### src/rtl/pe_mac_tree.sv
// Streaming dot-product engine: N_IN signed-weight x unsigned-activation products per beat,
// reduced through a registered adder tree and accumulated per vector into a saturated result.
module pe_mac_tree #(
  parameter int N_IN  = 8,
  parameter int IN_W  = 2,
  parameter int W_W   = 16,
  parameter int ACC_W = 16
) (
  input  logic                   clk,
  input  logic                   rst,
  input  logic                   en,
  input  logic                   clr,
  input  logic                   in_valid,
  input  logic                   in_last,
  input  logic [N_IN*IN_W-1:0]   in_data,
  input  logic [N_IN*W_W-1:0]    in_weight,
  output logic                   out_valid,
  output logic [ACC_W-1:0]       out_data,
  output logic                   out_sat
);

  localparam int LVL = $clog2(N_IN);
  localparam int PW  = W_W + IN_W + 1;
  localparam int TW  = PW + LVL;
  localparam int SW  = ((ACC_W > TW) ? ACC_W : TW) + 1;
  localparam int NV  = LVL + 2;

  localparam logic signed [SW-1:0] SAT_MAX = {{(SW-ACC_W+1){1'b0}}, {(ACC_W-1){1'b1}}};
  localparam logic signed [SW-1:0] SAT_MIN = {{(SW-ACC_W+1){1'b1}}, {(ACC_W-1){1'b0}}};
  localparam logic [ACC_W-1:0]     ACC_MAX = {1'b0, {(ACC_W-1){1'b1}}};
  localparam logic [ACC_W-1:0]     ACC_MIN = {1'b1, {(ACC_W-1){1'b0}}};

  // Handshake: no backpressure. A beat is taken on any edge with in_valid=1, en=1, clr=0;
  // out_valid is a one-en-cycle pulse that downstream must sample on en=1 cycles.

  logic [N_IN*IN_W-1:0] act_q, act_d;
  logic [N_IN*W_W-1:0]  wgt_q, wgt_d;
  logic [NV-1:0]        vld_q, vld_d, lst_q, lst_d;
  logic signed [PW-1:0] prod_q [N_IN];
  logic signed [PW-1:0] prod_d [N_IN];

  logic signed [ACC_W-1:0] acc_q, acc_d;
  logic                    flag_q, flag_d;
  logic                    out_valid_q, out_valid_d;
  logic [ACC_W-1:0]        out_data_q, out_data_d;
  logic                    out_sat_q, out_sat_d;

  always_comb begin
    act_d = in_data;
    wgt_d = in_weight;
    vld_d = {vld_q[NV-2:0], in_valid};
    lst_d = {lst_q[NV-2:0], in_last};
    for (int i = 0; i < N_IN; i++) begin
      prod_d[i] = $signed({{(PW-W_W){wgt_q[i*W_W+W_W-1]}}, wgt_q[i*W_W +: W_W]})
                * $signed({{(PW-IN_W){1'b0}}, act_q[i*IN_W +: IN_W]});
    end
  end

  genvar k;
  generate
    for (k = 1; k <= LVL; k++) begin : g_lvl
      localparam int CNT = N_IN >> k;
      localparam int LW  = PW + k;
      logic signed [LW-1:0] sum_d [CNT];
      logic signed [LW-1:0] sum_q [CNT];

      if (k == 1) begin : g_first
        always_comb begin
          for (int j = 0; j < CNT; j++) begin
            sum_d[j] = {prod_q[2*j][PW-1], prod_q[2*j]}
                     + {prod_q[2*j+1][PW-1], prod_q[2*j+1]};
          end
        end
      end else begin : g_rest
        always_comb begin
          for (int j = 0; j < CNT; j++) begin
            sum_d[j] = {g_lvl[k-1].sum_q[2*j][LW-2], g_lvl[k-1].sum_q[2*j]}
                     + {g_lvl[k-1].sum_q[2*j+1][LW-2], g_lvl[k-1].sum_q[2*j+1]};
          end
        end
      end

      always_ff @(posedge clk or posedge rst) begin
        if (rst) begin
          for (int j = 0; j < CNT; j++) sum_q[j] <= '0;
        end else if (en && !clr) begin
          for (int j = 0; j < CNT; j++) sum_q[j] <= sum_d[j];
        end
      end
    end
  endgenerate

  logic signed [TW-1:0] tree_sum;
  logic signed [SW-1:0] sum_full;
  logic                 sat_hi, sat_lo;
  logic [ACC_W-1:0]     sat_val;

  assign tree_sum = g_lvl[LVL].sum_q[0];

  always_comb begin
    sum_full = {{(SW-ACC_W){acc_q[ACC_W-1]}}, acc_q} + {{(SW-TW){tree_sum[TW-1]}}, tree_sum};
    sat_hi   = sum_full > SAT_MAX;
    sat_lo   = sum_full < SAT_MIN;
    sat_val  = sat_hi ? ACC_MAX : (sat_lo ? ACC_MIN : sum_full[ACC_W-1:0]);

    acc_d       = acc_q;
    flag_d      = flag_q;
    out_valid_d = 1'b0;
    out_data_d  = out_data_q;
    out_sat_d   = out_sat_q;
    if (vld_q[NV-1]) begin
      if (lst_q[NV-1]) begin
        out_valid_d = 1'b1;
        out_data_d  = sat_val;
        out_sat_d   = flag_q | sat_hi | sat_lo;
        acc_d       = '0;
        flag_d      = 1'b0;
      end else begin
        acc_d  = sat_val;
        flag_d = flag_q | sat_hi | sat_lo;
      end
    end
  end

  // clr drops valid bits and accumulator state but leaves datapath registers and out_data alone.
  always_ff @(posedge clk or posedge rst) begin
    if (rst) begin
      act_q       <= '0;
      wgt_q       <= '0;
      vld_q       <= '0;
      lst_q       <= '0;
      for (int i = 0; i < N_IN; i++) prod_q[i] <= '0;
      acc_q       <= '0;
      flag_q      <= 1'b0;
      out_valid_q <= 1'b0;
      out_data_q  <= '0;
      out_sat_q   <= 1'b0;
    end else if (clr) begin
      vld_q       <= '0;
      acc_q       <= '0;
      flag_q      <= 1'b0;
      out_valid_q <= 1'b0;
      out_sat_q   <= 1'b0;
    end else if (en) begin
      act_q       <= act_d;
      wgt_q       <= wgt_d;
      vld_q       <= vld_d;
      lst_q       <= lst_d;
      for (int i = 0; i < N_IN; i++) prod_q[i] <= prod_d[i];
      acc_q       <= acc_d;
      flag_q      <= flag_d;
      out_valid_q <= out_valid_d;
      out_data_q  <= out_data_d;
      out_sat_q   <= out_sat_d;
    end
  end

  assign out_valid = out_valid_q;
  assign out_data  = out_data_q;
  assign out_sat   = out_sat_q;

endmodule

### config.mk
export PLATFORM = sky130hd
export DESIGN_NAME = pe_mac_tree
export DESIGN_NICKNAME = d
export VERILOG_FILES = /design/src/rtl/pe_mac_tree.sv
export SDC_FILE = /design/constraint.sdc
export NUM_CORES = 2
export LEC_CHECK = 0
export ABC_AREA = 1
export CORE_MARGIN = 1.5
export CORE_UTILIZATION = 55
export DETAILED_ROUTE_END_ITERATION = 10
export PLACE_DENSITY = 0.74
export SYNTH_ARGS = -nofsm -noshare
export SYNTH_HDL_FRONTEND = slang
export SYNTH_SLANG_ARGS = --single-unit
### constraint.sdc
create_clock -name clk -period 47.1 [get_ports clk]
set_input_delay 11.775 -clock clk [delete_from_list [all_inputs] [get_ports clk]]
set_output_delay 11.775 -clock clk [all_outputs]
set_load 0.1 [all_outputs]
# After elaboration in Yosys (flattened, before gate mapping)

Cells that the tools add are included.
Widths: inputs -> output; s select.

Input port bits: 150
Register bits after elaboration: 485

Bitwise logic cells: 3
Reductions and logical operators: 9
Multiplexer cells: 20
Order comparisons: 2
Multiply operators: 8
Add/sub/neg operators: 8

Operators by type and width:

| cell                 | number |
|---|---|
| $mul 16x3->19        | 8 |
| $mux 16              | 6 |
| $add 19x19->20       | 4 |
| $add 20x20->21       | 2 |
| $add 16x22->23       | 1 |
| $gt 23x16->1 const B | 1 |
| $lt 23x16->1 const B | 1 |
| $add 21x21->22       | 1 |
| $mux 1               | 12 |
| $mux 5               | 2 |
| $reduce_bool 2->1    | 3 |
| $reduce_and 2->1     | 2 |
| $reduce_and 4->1     | 1 |
| $reduce_and 3->1     | 1 |
| $or 1x1->1           | 2 |
| $logic_and 1x1->1    | 1 |
| $logic_not 1->1      | 1 |
| $not 1->1            | 1 |

# Logic depth before layout (Yosys ltp)

Word-level depth: 8
Gate-level depth with buffers: 20
Depth with buffers taken out: 19

# Worst setup path before layout

No wires, ideal clock.

Kind: in2reg
Start point: in en
End point: reg out_data_q[0] (netlist: out_data[0])
Stages on the path: 9
Setup time: 0.120 ns
Required time: 46.980 ns
Arrival time: 13.067 ns
Setup slack: 33.913 ns
Cells stage by stage: inv_1 nor2_1 inv_2 buf_2 nor3_4 inv_2 clkbuf_1 nand2_1 nand2_1

Word-level cells in the longest chain between the ends: 1

Ends and longest elaborated chain:

| element                    | line | source |
|---|---|---|
| start: declaration         | 11   | `input logic en,` |
| $reduce_and 4->1 (no line) | -    |  |
| end signal: assignment     | 153  | `out_data_q <= out_data_d;` |
| end: declaration           | 45   | `logic [ACC_W-1:0] out_data_q, out_data_d;` |

No other way between the ends.
A chain may end at the register's enable or synchronous reset.

==> results.py <==
metrics = {
    "sta": {
        "final-hold-violation-count": 0,
        "setup_violations": 0,
        "min_period_over_period_pct": 31.1,
        "tightestPinTransition_ps": 1150,
        "finClkSkew_ps": 23.0,
        "fin_setup_tns_ps": 0,
        "rsz0062_at_grt": "no",
        "maxSlewHeadroom_pct": 22.7,
        "maxSlewViolCount": 0,
        "fmax_mhz": 68.2,
        "whs_ps": 473,
        "period_needed_ps": 14660,
    },
    "cts": {
        "clkSlewWorstSetupHoldPaths_ps": 60,
        "cts_tree": "yes",
        "clkLatencyLatePin_ps": 640,
        "cts_made_buffers": 57,
        "clock_sinks": 485,
        "cts_setup_buffers": 0,
        "ctsHoldBuffers": 0,
        "clock_tree.root_cell": "clkbuf_16",
        "cts_resized": 0,
        "cts_max_level": 2,
        "clockBufferDepth": 3,
    },
    "route": {
        "drc": 0,
        "ant_nets": 0,
        "wirelength_um": 81900,
        "avgRoutedWirePerCell_um": 14.1,
        "via_count": 30493,
        "drtIter0Drc": 1654,
        "first_pass_iters": 8,
        "avgViaCountPerCell": 5.23,
    },
    "synth": {
        "synth_edf_count": 0,
        "ys.flop_type": "dfrtp_1",
        "yosysUniqueCellTypes": 47,
        "ys_async_sr_fraction_pct": 100,
        "synth_area_leaders": "dfrtp_1 (34%), nand2_1 (19%), ha_1 (15%)",
        "yosys_warnings": 0,
        "ys_seq_area_share_pct": 34.5,
        "netlist_area_sq_um": 35200,
        "netlist_instances": 4828,
        "synth_top_area_share_pct": 34.5,
        "synth_nets": 5409,
        "synth-seq-cells": 485,
        "yosysMostFrequentCell": "nand2_1",
        "synth_commonest_cells": "nand2_1 (1,765), inv_1 (524), dfrtp_1 (485), ha_1 (415), o21ai_0 (313)",
        "yosysTopAreaCell": "dfrtp_1",
        "avgSynthCellArea_sq_um": 7.29,
    },
    "worst_setup_path": {
        "crit_fanout": 120,
        "r2r_start": "act_q[12]$_DFFE_PP0P_",
        "reg2reg_to": "prod_q[35]$_DFFE_PP0P_",
        "slowest_delay_ps": 820,
        "cp-end-kind": "async pin",
        "crit_chain": "clkdlybuf4s50_1, inv_8, buf_4, buf_4, buf_4",
        "arrival_ps": 15310,
        "cpMaxStageDelayCell": "buf_4",
        "worst_path_most_repeated_cell": "buf_4",
        "start_kind": "primary input",
        "r2r_cells": 15,
        "critPathKind": "in -> async",
        "rrSetupSlack_ps": 43460,
        "required_ps": 47750,
    },
    "grt": {
        "overflow": 0,
        "grt_pass1_vias": 28962,
        "busiest_layer": "met2",
        "track_usage_pct": 25.2,
        "grt_antenna_before_repair": 0,
        "met3_usage_pct": 3.34,
        "grt_use_met1_pct": 35.0,
        "grt_pass1_wl_um": 139000,
        "grt_max_degree": 204,
        "gr-usage-met2_pct": 41.3,
    },
    "power": {
        "clockPowerShare_pct": 26.8,
        "peakVddDrop_v": 0.0000299,
        "switching_power_mw": 0.721,
        "leakage_nw": 22.3,
        "p_sw_share_pct": 40.1,
        "seqPwrFrac_pct": 33.7,
        "internal_power_mw": 1.08,
        "powerDensity_nw_per_um2": 45.4,
        "combPwrFrac_pct": 39.5,
    },
    "place": {
        "gp_congestion": 0.925,
        "io_buffer_count": 167,
        "dp_cells": 5719,
        "place_hpwl_um": 61500,
    },
    "layout": {
        "layout-drive-gt1-share_pct": 4.38,
        "diodes": 0,
        "nets": 5513,
        "fillers": 5870,
        "finalNonFillerCells": 5826,
        "syn_to_final_growth_pct": 12.5,
    },
    "floorplanning": {
        "io-pin-count": 168,
        "dieArea_sq_um": 65500,
        "die_x_um": 256,
        "initial_core_util_pct": 55.7,
        "coreArea_sq_um": 63200,
        "rows": 92,
        "die-height_um": 256,
    },
    "worst_hold_path": {
        "hp-class": "reg -> reg",
        "min_to": "lst_q[0]$_DFFE_PP0P_",
        "min_delay_path_depth": 2,
        "hp-start": "lst_q[0]$_DFFE_PP0P_",
    },
    "status": {
        "run_status": "finished, final reports clean",
    },
    "run": {
        "maxCapViolCount": 0,
    },
}
-- final cells by class --
type                    instances  area (sq um)  share of cell area, %
well taps                     846          1060                   2.67
clock buffers                  77          1630                   4.13
repair buffers                181          1790                   4.52
multi-input cells            3676         20500                   51.8
inverters                     531          2010                   5.07
flip-flops and latches        485         12100                   30.7
clock inverters                30           437                   1.10
-- metrics by stage --
step / setup WS, ps / area [sq um] / total power, mW / util [%]
after floorplan: 21790 / 35200 / 1.12 / -
after global placement: 31610 / 37500 / 1.31 / 59.3
after detailed placement: 31550 / 37500 / 1.31 / 59.3
after CTS: 32200 / 39600 / 1.81 / 62.6
after global routing: 31820 / 39600 / 1.94 / 62.6
final: 32440 / 39600 / 1.80 / 62.6
-- logic make-up after synthesis --
logic type / count (synthesis) / synth area share [%]
flip-flops: 485 / 34.5
adder cells (fa/ha/maj): 431 / 15.7
AND/OR/NAND/NOR: 2325 / 27.0
AO/OA/AOI/OAI: 783 / 12.2
buffers and inverters: 667 / 7.23
XOR/XNOR: 137 / 3.41
-- power groups by stage --
stage | logic (mW) | clock network, mW | registers [mW]
4_1_cts | 0.709 | 0.491 | 0.605
2_1_floorplan | 0.549 | 0 | 0.570
5_1_grt | 0.812 | 0.509 | 0.617
3_3_place_gp | 0.697 | 0 | 0.611
3_5_place_dp | 0.704 | 0 | 0.610
6_report | 0.710 | 0.483 | 0.606
-- sequential cells by signal, summed over array words and instances (netlist names) --
register / flops
out_data: 16
lst_q: 5
vld_q: 5
wgt_q: 128
act_q: 16
acc_q: 16
g_lvl.sum_q: 144
out_sat: 1
out_valid: 1
prod_q: 152
flag_q: 1
-- how the worst max path moves through the flow --
stage | from | end | slack, ps
floorplan | rst | acc_q[0]$_DFFE_PP0P_ | 21790
global placement | rst | act_q[8]$_DFFE_PP0P_ | 31610
detailed placement | rst | wgt_q[65]$_DFFE_PP0P_ | 31550
CTS | rst | wgt_q[65]$_DFFE_PP0P_ | 32200
global route | rst | wgt_q[65]$_DFFE_PP0P_ | 31820
finish | rst | wgt_q[43]$_DFFE_PP0P_ | 32440
-- worst max-delay path: cells and delay by family --
| kind | cells | cell delay, ps |
|---|---|---|
| buf+inv | 5 | 3290 |
-- placed cells by master, fill, tap and decap left out, types with 10 or more instances in the layout --
cell type,Yosys,layout
o21ai_0,313,313
clkbuf_8,0,11
a21oi_1,297,297
nor3_1,34,33
clkbuf_16,0,58
nand2_1,1765,1765
nand4_1,41,41
o31ai_1,16,16
nor4_1,22,22
dfrtp_1,485,485
o21a_1,11,11
xor2_1,69,69
a211oi_1,10,10
nand2_2,26,26
xnor2_1,68,68
fa_1,16,16
o21bai_1,27,27
a21boi_0,17,17
buf_4,0,13
clkdlybuf4s50_1,0,167
inv_1,524,523
or2_2,48,48
nor2_1,175,174
ha_1,415,415
a21o_1,19,19
nand3_1,189,189
a31oi_1,55,55
-- metal layers --
layer	up-vias	part of all wire, %
met5	-	0
met4	0	2.3
met1	13962	48
met3	115	4.1
li1	15914	-
met2	502	46
(Power assumes the default switching activity.)
